[config.mk]
export PLATFORM = sky130hd
export DESIGN_NAME = inst_encoder
export DESIGN_NICKNAME = d
export VERILOG_FILES = /design/src/rtl/inst_encoder_pkg.sv /design/src/rtl/inst_enc_fifo.sv /design/src/rtl/inst_encoder.sv
export SDC_FILE = /design/constraint.sdc
export NUM_CORES = 1
export LEC_CHECK = 0
export ABC_AREA = 1
export CAP_MARGIN = 40
export CORE_ASPECT_RATIO = 1.5
export CORE_UTILIZATION = 51
export CTS_BUF_LIST = sky130_fd_sc_hd__clkbuf_16
export DETAILED_ROUTE_END_ITERATION = 10
export HOLD_SLACK_MARGIN = 0.1
export PLACE_DENSITY = 0.82
export SYNTH_ARGS = -nofsm -noshare
export SYNTH_HDL_FRONTEND = slang
export SYNTH_HIERARCHICAL = 1
export SYNTH_SLANG_ARGS = --single-unit
export TNS_END_PERCENT = 5
[constraint.sdc]
create_clock -name clk -period 2.9 [get_ports clk]
set_input_delay 0.29 -clock clk [delete_from_list [all_inputs] [get_ports clk]]
set_output_delay 0.29 -clock clk [all_outputs]
set_load 0.005 [all_outputs]
[src/rtl/inst_encoder_pkg.sv]
// Shared definitions for the instruction encoder.
//   - RV32I major-opcode constants (TYPE_*).
//   - fmt_e: 3-bit instruction-format selector.
//   - upper_uniform(): checks that bits [31:lsb] of a word are all equal,
//     i.e. the value is representable as a signed (lsb+1)-bit field.
package inst_encoder_pkg;

    localparam logic [6:0] TYPE_OP_IMM = 7'b0010011;
    localparam logic [6:0] TYPE_JALR   = 7'b1100111;
    localparam logic [6:0] TYPE_LOAD   = 7'b0000011;
    localparam logic [6:0] TYPE_STORE  = 7'b0100011;
    localparam logic [6:0] TYPE_BRANCH = 7'b1100011;
    localparam logic [6:0] TYPE_LUI    = 7'b0110111;
    localparam logic [6:0] TYPE_AUIPC  = 7'b0010111;
    localparam logic [6:0] TYPE_JAL    = 7'b1101111;
    localparam logic [6:0] TYPE_OP     = 7'b0110011;

    typedef enum logic [2:0] {
        FMT_I   = 3'd0,
        FMT_S   = 3'd1,
        FMT_B   = 3'd2,
        FMT_U   = 3'd3,
        FMT_J   = 3'd4,
        FMT_R   = 3'd5,
        FMT_BAD = 3'd7
    } fmt_e;

    // Arithmetic shift leaves 0 or all-ones exactly when bits [31:lsb] agree.
    function automatic logic upper_uniform(input logic [31:0] v, input int unsigned lsb);
        logic [31:0] s;
        s = 32'($signed(v) >>> lsb);
        return (s == 32'h0000_0000) || (s == 32'hFFFF_FFFF);
    endfunction

endpackage

[src/rtl/inst_enc_fifo.sv]
// Generic DEPTH x W synchronous FIFO with valid/ready on both sides.
// Ports:
//   clk, rst_n                 clock, async active-low reset (empties FIFO)
//   push_valid/push_ready/push_data   write side; push_ready = !full
//   pop_valid/pop_ready/pop_data      read side; pop_valid = !empty
// Handshake: a transfer happens on a clock edge where valid & ready are
// both high; data is held stable while valid is high and ready is low.
// pop_data reads as zero while empty so the head is clean after reset.
module inst_enc_fifo #(
    parameter int DEPTH = 2,
    parameter int W     = 33
) (
    input  logic         clk,
    input  logic         rst_n,
    input  logic         push_valid,
    output logic         push_ready,
    input  logic [W-1:0] push_data,
    output logic         pop_valid,
    input  logic         pop_ready,
    output logic [W-1:0] pop_data
);
    localparam int AW = (DEPTH > 1) ? $clog2(DEPTH) : 1;
    localparam int CW = $clog2(DEPTH + 1);

    logic [W-1:0]  mem [DEPTH];
    logic [AW-1:0] wr_ptr;
    logic [AW-1:0] rd_ptr;
    logic [CW-1:0] count;
    logic          full;
    logic          empty;
    logic          push_fire;
    logic          pop_fire;

    assign full       = (count == CW'(DEPTH));
    assign empty      = (count == '0);
    assign push_ready = !full;
    assign pop_valid  = !empty;
    assign push_fire  = push_valid && !full;
    assign pop_fire   = pop_ready && !empty;
    assign pop_data   = empty ? '0 : mem[rd_ptr];

    // Pointers wrap naturally because DEPTH is a power of two.
    always_ff @(posedge clk or negedge rst_n) begin
        if (!rst_n) begin
            wr_ptr <= '0;
            rd_ptr <= '0;
            count  <= '0;
        end else begin
            if (push_fire) wr_ptr <= wr_ptr + 1'b1;
            if (pop_fire)  rd_ptr <= rd_ptr + 1'b1;
            case ({push_fire, pop_fire})
                2'b10:   count <= count + 1'b1;
                2'b01:   count <= count - 1'b1;
                default: count <= count;
            endcase
        end
    end

    always_ff @(posedge clk) begin
        if (push_fire) mem[wr_ptr] <= push_data;
    end

endmodule

[src/rtl/inst_encoder.sv]
// RV32I instruction encoder: packs opcode, register, funct and immediate
// fields into an instruction word and flags unrepresentable immediates.
// Ports:
//   clk, rst_n                      clock, async active-low reset
//   in_valid_i/in_ready_o           request handshake (in_ready_o = !full)
//   opcode_i, rd_i, rs1_i, rs2_i,
//   funct3_i, funct7_i, imm_i       instruction fields, imm_i unshifted
//   out_valid_o/out_ready_i         result handshake from FIFO head
//   inst_o, err_o                   head word; inst_o is 0 when err_o
//   err_sticky_o                    any errored push since reset/clear
//   clr_i                           sync clear of err_sticky_o and cnt_o
//   cnt_o                           number of pushed words, wraps
module inst_encoder
    import inst_encoder_pkg::*;
#(
    parameter int DEPTH = 2,
    parameter int CNT_W = 16
) (
    input  logic             clk,
    input  logic             rst_n,
    input  logic             in_valid_i,
    output logic             in_ready_o,
    input  logic [6:0]       opcode_i,
    input  logic [4:0]       rd_i,
    input  logic [4:0]       rs1_i,
    input  logic [4:0]       rs2_i,
    input  logic [2:0]       funct3_i,
    input  logic [6:0]       funct7_i,
    input  logic [31:0]      imm_i,
    output logic             out_valid_o,
    input  logic             out_ready_i,
    output logic [31:0]      inst_o,
    output logic             err_o,
    output logic             err_sticky_o,
    input  logic             clr_i,
    output logic [CNT_W-1:0] cnt_o
);
    fmt_e        fmt;
    logic [31:0] packed_inst;
    logic        range_ok;
    logic        enc_err;
    logic [31:0] enc_inst;
    logic        push_fire;

    always_comb begin
        case (opcode_i)
            TYPE_OP_IMM, TYPE_JALR, TYPE_LOAD: fmt = FMT_I;
            TYPE_STORE:                        fmt = FMT_S;
            TYPE_BRANCH:                       fmt = FMT_B;
            TYPE_LUI, TYPE_AUIPC:              fmt = FMT_U;
            TYPE_JAL:                          fmt = FMT_J;
            TYPE_OP:                           fmt = FMT_R;
            default:                           fmt = FMT_BAD;
        endcase
    end

    always_comb begin
        packed_inst = 32'h0000_0000;
        range_ok    = 1'b1;
        case (fmt)
            FMT_I: begin
                packed_inst = {imm_i[11:0], rs1_i, funct3_i, rd_i, opcode_i};
                range_ok    = upper_uniform(imm_i, 11);
            end
            FMT_S: begin
                packed_inst = {imm_i[11:5], rs2_i, rs1_i, funct3_i, imm_i[4:0], opcode_i};
                range_ok    = upper_uniform(imm_i, 11);
            end
            FMT_B: begin
                packed_inst = {imm_i[12], imm_i[10:5], rs2_i, rs1_i, funct3_i,
                               imm_i[4:1], imm_i[11], opcode_i};
                range_ok    = upper_uniform(imm_i, 12) && !imm_i[0];
            end
            FMT_U: begin
                packed_inst = {imm_i[31:12], rd_i, opcode_i};
                range_ok    = (imm_i[11:0] == 12'h000);
            end
            FMT_J: begin
                packed_inst = {imm_i[20], imm_i[10:1], imm_i[11], imm_i[19:12], rd_i, opcode_i};
                range_ok    = upper_uniform(imm_i, 20) && !imm_i[0];
            end
            FMT_R: begin
                packed_inst = {funct7_i, rs2_i, rs1_i, funct3_i, rd_i, opcode_i};
            end
            default: range_ok = 1'b0;
        endcase
    end

    assign enc_err   = !range_ok;
    assign enc_inst  = enc_err ? 32'h0000_0000 : packed_inst;
    assign push_fire = in_valid_i && in_ready_o;

    inst_enc_fifo #(
        .DEPTH (DEPTH),
        .W     (33)
    ) u_fifo (
        .clk        (clk),
        .rst_n      (rst_n),
        .push_valid (in_valid_i),
        .push_ready (in_ready_o),
        .push_data  ({enc_err, enc_inst}),
        .pop_valid  (out_valid_o),
        .pop_ready  (out_ready_i),
        .pop_data   ({err_o, inst_o})
    );

    // Clear wins over a same-cycle push for both the count and the sticky flag.
    always_ff @(posedge clk or negedge rst_n) begin
        if (!rst_n) begin
            cnt_o        <= '0;
            err_sticky_o <= 1'b0;
        end else if (clr_i) begin
            cnt_o        <= '0;
            err_sticky_o <= 1'b0;
        end else if (push_fire) begin
            cnt_o <= cnt_o + 1'b1;
            if (enc_err) err_sticky_o <= 1'b1;
        end
    end

endmodule

**After elaboration in Yosys (flattened, before gate mapping)**

Memory sizes are Yosys's and may differ from the RTL's.
Cells that the tools add are included.

- Register bits: 21
- Bits in latches: 0
- RAM bits: 66
- ROM bits: 0
- Input port bits: 69
- Output and inout port bits: 52
- Memories: 1

- Add/subtract/negate cells: 5
- Multipliers: 0
- Divide/modulo/power cells: 0
- Magnitude comparators: 0
- Eq/ne operators: 21
- Shift operators: 0
- Mux-type cells: 13
- Bitwise logic cells: 0
- Reductions and logical operators: 23

Memories:

| memory | words | bits a word | rd ports | clocked after memory_dff | write ports | line | RTL |
|---|---|---|---|---|---|---|---|
| u_fifo.mem | 2 | 33 | 1 | 0 | 1 | inst_enc_fifo.sv:25 | `logic [W-1:0] mem [DEPTH];` |

Operator list:

| operator | number |
|---|---|
| one-hot mux 32 bit (6 select lines) | 1 |
| == test 32 bit (second input constant) | 3 |
| logical NOT 32 bit | 3 |
| two-way mux 33 bit | 1 |
| two-way mux 16 bit | 2 |
| two-way mux 32 bit | 1 |
| == test 7 x 6 -> 1 bit (second input constant) | 3 |
| == test 7 bit (second input constant) | 3 |
| one-hot mux 3 bit (6 select lines) | 1 |
| adder 16 x 1 -> 16 bit (second input constant) | 1 |
| == test 7 x 5 -> 1 bit (second input constant) | 2 |
| logical NOT 12 bit | 1 |
| == test 7 x 2 -> 1 bit (second input constant) | 1 |
| == test 3 x 2 -> 1 bit (second input constant) | 2 |
| == test 3 bit (second input constant) | 2 |
| two-way mux 1 bit | 5 |
| one-hot mux 1 bit (5 select lines) | 1 |
| == test 2 bit (second input constant) | 2 |
| logical AND 1 bit | 4 |
| logical NOT 1 bit | 4 |
| one-hot mux 2 bit (2 select lines) | 1 |
| nonzero test 2 bit | 2 |
| OR reduction 2 bit | 2 |
| == test 3 x 1 -> 1 bit (second input constant) | 1 |
| 10 further kinds | 13 |

**Longest topological paths before layout**

Gate-level depths: netlist of the first run.

- Depth after elaboration: 9
- Mapped depth: 17
- Gate-level depth less buffers: 16

**Modules after synthesis**

Netlist of the first run, hierarchy kept.

Modules (own cells, without submodules):

| module | times used | cells an instance | area each (µm²) |
|---|---|---|---|
| inst_enc_fifo | 1 | 206 | 2722.6 |
| inst_encoder | 1 | 464 | 2386.0 |

**Worst setup path before layout of the first run**

Ideal clock, no wire load.

- Kind: register to register
- Start point: register u_fifo.count[0]
- End point: memory u_fifo.mem[0][0], enable pin
- Setup time: 423 ps
- Arrival time: 2065 ps
- Setup slack: 412 ps
- Stages on the path, launching flop included: 5
- Path buffers: 0
- Clock period less this slack: 2488 ps
- Cell sequence: dfrtp_1 > inv_2 > nand2_2 > nand2_2 > nor2_1

- Cells in the longest elaborated chain, start to end: 5

Ends and longest elaborated chain:

| element | line | RTL |
|---|---|---|
| start, declared | inst_enc_fifo.sv:28 | `logic [CW-1:0] count;` |
| start signal, assigned | inst_enc_fifo.sv:52 | `2'b10: count <= count + 1'b1;` |
| start signal, assigned | inst_enc_fifo.sv:53 | `2'b01: count <= count - 1'b1;` |
| start signal, assigned | inst_enc_fifo.sv:54 | `default: count <= count;` |
| == test 2 bit | inst_enc_fifo.sv:34 | `assign full = (count == CW'(DEPTH));` |
| logical NOT 1 bit | n/a |  |
| named net in_ready_o | inst_encoder.sv:22 | `output logic in_ready_o,` |
| logical AND 1 bit | inst_enc_fifo.sv:38 | `assign push_fire = push_valid && !full;` |
| two-way mux 1 bit | inst_enc_fifo.sv:60 | `if (push_fire) mem[wr_ptr] <= push_data;` |
| two-way mux 1 bit (implied by the code) | inst_enc_fifo.sv:60 |  |
| end, declared | inst_enc_fifo.sv:25 |  |

The timed path passes the listed nets, and every way through them passes these cells.

**Worst setup path in the final report of the first run**

- Start point: input port opcode_i[4]
- End point: memory u_fifo.mem[0][20] (data pin)

- Cells in the longest elaborated chain, start to end: 7
- Elaborated cells on any way between the ends: 22

Ends and longest elaborated chain:

| element | line | RTL |
|---|---|---|
| start, declared | inst_encoder.sv:23 | `input logic [6:0] opcode_i,` |
| == test 7 x 5 -> 1 bit, or another cell as far along | inst_encoder.sv:46 | `case (opcode_i)` |
| OR reduction 3 bit / OR reduction 2 bit (equally long branches) | inst_encoder.sv:46 |  |
| one-hot mux 3 bit (6 select lines) (*) | inst_encoder.sv:46 |  |
| == test 3 x 1 -> 1 bit / logical NOT 3 bit (equally long branches) | inst_encoder.sv:60 | `case (fmt)` |
| OR reduction 2 bit (no source line) | n/a |  |
| one-hot mux 1 bit (5 select lines) | inst_encoder.sv:60 |  |
| two-way mux 32 bit (*) | inst_encoder.sv:90 | `assign enc_inst = enc_err ? 32'h0000_0000 : packed_inst;` |
| named net enc_inst[20] | inst_encoder.sv:42 | `logic [31:0] enc_inst;` |

The timed path passes the listed nets; every way through them passes the cells marked *.

==> reports/summary.txt, run 1 <==
Global placement routability congestion: 0.9908
Hold Vio Cnt, Final: 0
Sequential share of the synthesized area: 49.08%
Inst Count DP: 901
Register area: 2507 sq um
Area of the multi-input gates: 2146 sq um
DR WL/cell: 15.29 um
Reg2reg start: u_fifo/count[0]
Total Wirelength: 14.02 mm
Pre-antenna DRT Iters: 5
Num CTS Buffers: 9
Full die area: 10,430 sq um
Buffers added on ports: 120
Nets@finish: 869
Area growth from synthesis to layout: 31.84%
Die width: 83.72 um
Mapped Area: 5109 sq um
CTS clk-pin slew, worst paths: 60 ps
CP max stage delay: 560 ps
Hold WS: 217.0 ps
Die H: 124.6 um
Max rail drop VDD: 0.7665 mV
Ranking of synthesized cells by area: edfxtp_1 (39%), nand2_1 (14%), nor2_1 (11%)
Post-synth top area share: 38.80%
Critical setup path kind: in2reg
Pre-CTS WS: 50.68 ps
Power Total: 4597 uW
Initial core utilization: 52.72%
Vias: 4,915
RSZ-0062 raised after global routing: false
Post-layout min period: 2541 ps
Largest net degree at the start of global routing: 37
Io pins: 121
Hold_buf cts: 0
Crit share post-route: 87.61%
First-pass GRT wire length: 22.48 mm
Worst-Margin Slew: 490.3 ps
Setup tns final: 0 ps
Synthesized netlist cell count: 670
# DRC: 0
Crit. Startpoint: opcode_i[4]
Fin worst setup slack: 359.2 ps
Clock Skew: 3.726 ps
DRT antenna net count: 0
Mean post-synth cell area: 7.625 sq um
Gr ovfl total: 0
Initial antenna violation count: 0
Max cap viols: 0
CTS tree: done
Slowest-stage cell, CP: clkdlybuf4s50_1
Ys Warns: 6
Hold/Removal Path Class: in2async
Post-DP HPWL: 10.53 mm
Finished Layout Cells: 917
R2R depth: 14
Area leader, netlist: edfxtp_1
FF-to-FF setup slack: 570 ps
Worst skew pair latency: 340 ps
Core ar.: 9689 sq um
FILL cells: 775
CTS Sinks: 87
Worst EP required: 2990 ps
H-tree depth: 3
Status: finished clean
Cell variety after synth: 31
Count of final setup violators: 0
Fin. max-slew vios: 0
Post-CTS Resized: 0
Max Clk Rate: 393.6 MHz
Startpoint Class: primary input
Crit path max-delay family: simple AND/OR/NAND/NOR gates
Synth Net Count: 742
Crit path max fanout: 10
Relative slew slack: 67.28%
CTS Buffer Depth: 2
Via density per instance: 5.360
R2r endpoint: cnt_o[14]
Diodes inserted: 0
Power Density: 682.6 nW/um^2
Yosys reg bits: 87
Static leakage: 0.002883 uW
WP buf/inv: 5
Vias in the first global route: 4,884
Critical Path AT: 2630 ps
Clock root buffer master: clkbuf_16
Worst Setup End Kind: register
Total track usage: 27.45%
Layout cell share with drive strength beyond 1: 6.608%
Rows: 44
Iteration-0 DRC Markers: 271
CP cell instances: clkdlybuf4s50_1 > inv_1 > nand3_2 > inv_1 > nand2_1 > nand2_2 > inv_2 > ha_1 > nand3_2 > nand4_1 > buf_4 > nand3_1 > and2_0 > nor2_1 > nor2_1
Post-CTS setup buffer count: 0
-- stage by stage --
step	area [sq um]	util, %
floorplan	5109	-
global placement	6414	66.19
detailed placement	6429	66.35
CTS	6735	69.51
global route	6735	69.51
finish	6735	69.51
-- cell families after synthesis --
kind of cell | count (synthesis) | share of synthesized area (%)
simple gates | 414 | 34.02
fa+ha+maj | 3 | 0.7348
flops | 87 | 49.08
compound gates | 69 | 7.029
buf+inv | 96 | 8.964
xor+xnor | 1 | 0.1715
-- how the worst max path moves through the flow --
stage,cells after the start,end,slack [ps]
2_1_floorplan,4,u_fifo/mem[0][0],410
3_3_place_gp,17,u_fifo/mem[1][13],130
3_5_place_dp,17,u_fifo/mem[1][13],50
4_1_cts,15,u_fifo/mem[0][20],400
5_1_grt,15,u_fifo/mem[0][20],140
6_report,15,u_fifo/mem[0][20],360
-- registers in the layout (all words and copies together), names as in the netlist --
signal / cells
u_fifo/rd_ptr: 1
u_fifo/mem: 66
cnt_o: 16
err_sticky_o: 1
u_fifo/wr_ptr: 1
u_fifo/count: 2
-- area by class of cell --
class                      count  share of cell area (%)
multi-input combinational    487                   31.86
inverter                      75                   4.198
timing repair buffer         137                   20.03
sequential                    87                   37.23
clock buffer                   9                   3.344
tap                          115                   2.136
clock inverter                 7                   1.208
-- routing by layer --
layer,global-route usage [%],share of wire (%)
met5,0,0
met4,13.16,3.0
met3,3.777,4.7
met2,50.69,54
met1,30.49,38
-- layout by cell type (no fill, tap or decap), drive strengths merged --
| cell | instances |
|---|---|
| dfrtp | 21 |
| nor3 | 10 |
| and2 | 1 |
| ha | 3 |
| nand3b | 1 |
| clkinvlp | 1 |
| nand4 | 24 |
| nor2 | 149 |
| buf | 17 |
| clkinv | 4 |
| inv | 76 |
| or2 | 1 |
| nor4 | 3 |
| a211oi | 1 |
| nand2 | 196 |
| clkbuf | 9 |
| a22oi | 4 |
| a21oi | 52 |
| clkdlybuf4s50 | 120 |
| a31oi | 1 |
| bufinv | 1 |
| edfxtp | 66 |
| o21ai | 11 |
| nand3 | 29 |
| xnor2 | 1 |
-- power by group --
group / switching (uW) / leakage [uW] / internal, uW
sequential: 107 / 0.000913 / 1630
combinational: 897 / 0.00182 / 804
clock: 484 / 0.000147 / 677
-- cells in the mapped netlist --
cell type	instances
a211oi_1	1
a21oi_1	52
a22oi_1	4
a31oi_1	1
and2_0	1
buf_2	5
buf_4	6
buf_6	9
clkbuf_1	1
clkinv_2	1
dfrtp_1	21
edfxtp_1	66
ha_1	3
inv_1	70
inv_2	4
nand2_1	191
nand2_2	5
nand3_1	26
nand3_2	3
nand3b_1	1
nand4_1	23
nand4_2	1
nor2_1	145
nor2_2	1
nor2_4	3
nor3_1	10
nor4_1	3
o21ai_0	10
o21ai_1	1
or2_2	1
xnor2_1	1
Note: power is estimated with default switching activity, not from simulation.
==> run 2, diff against run 1 <==
Settings changed: SKIP_LAST_GASP set to 1.
==> results of run 2 <==
Same layout as run 1: the final DEF is identical, and so are final timing and power.
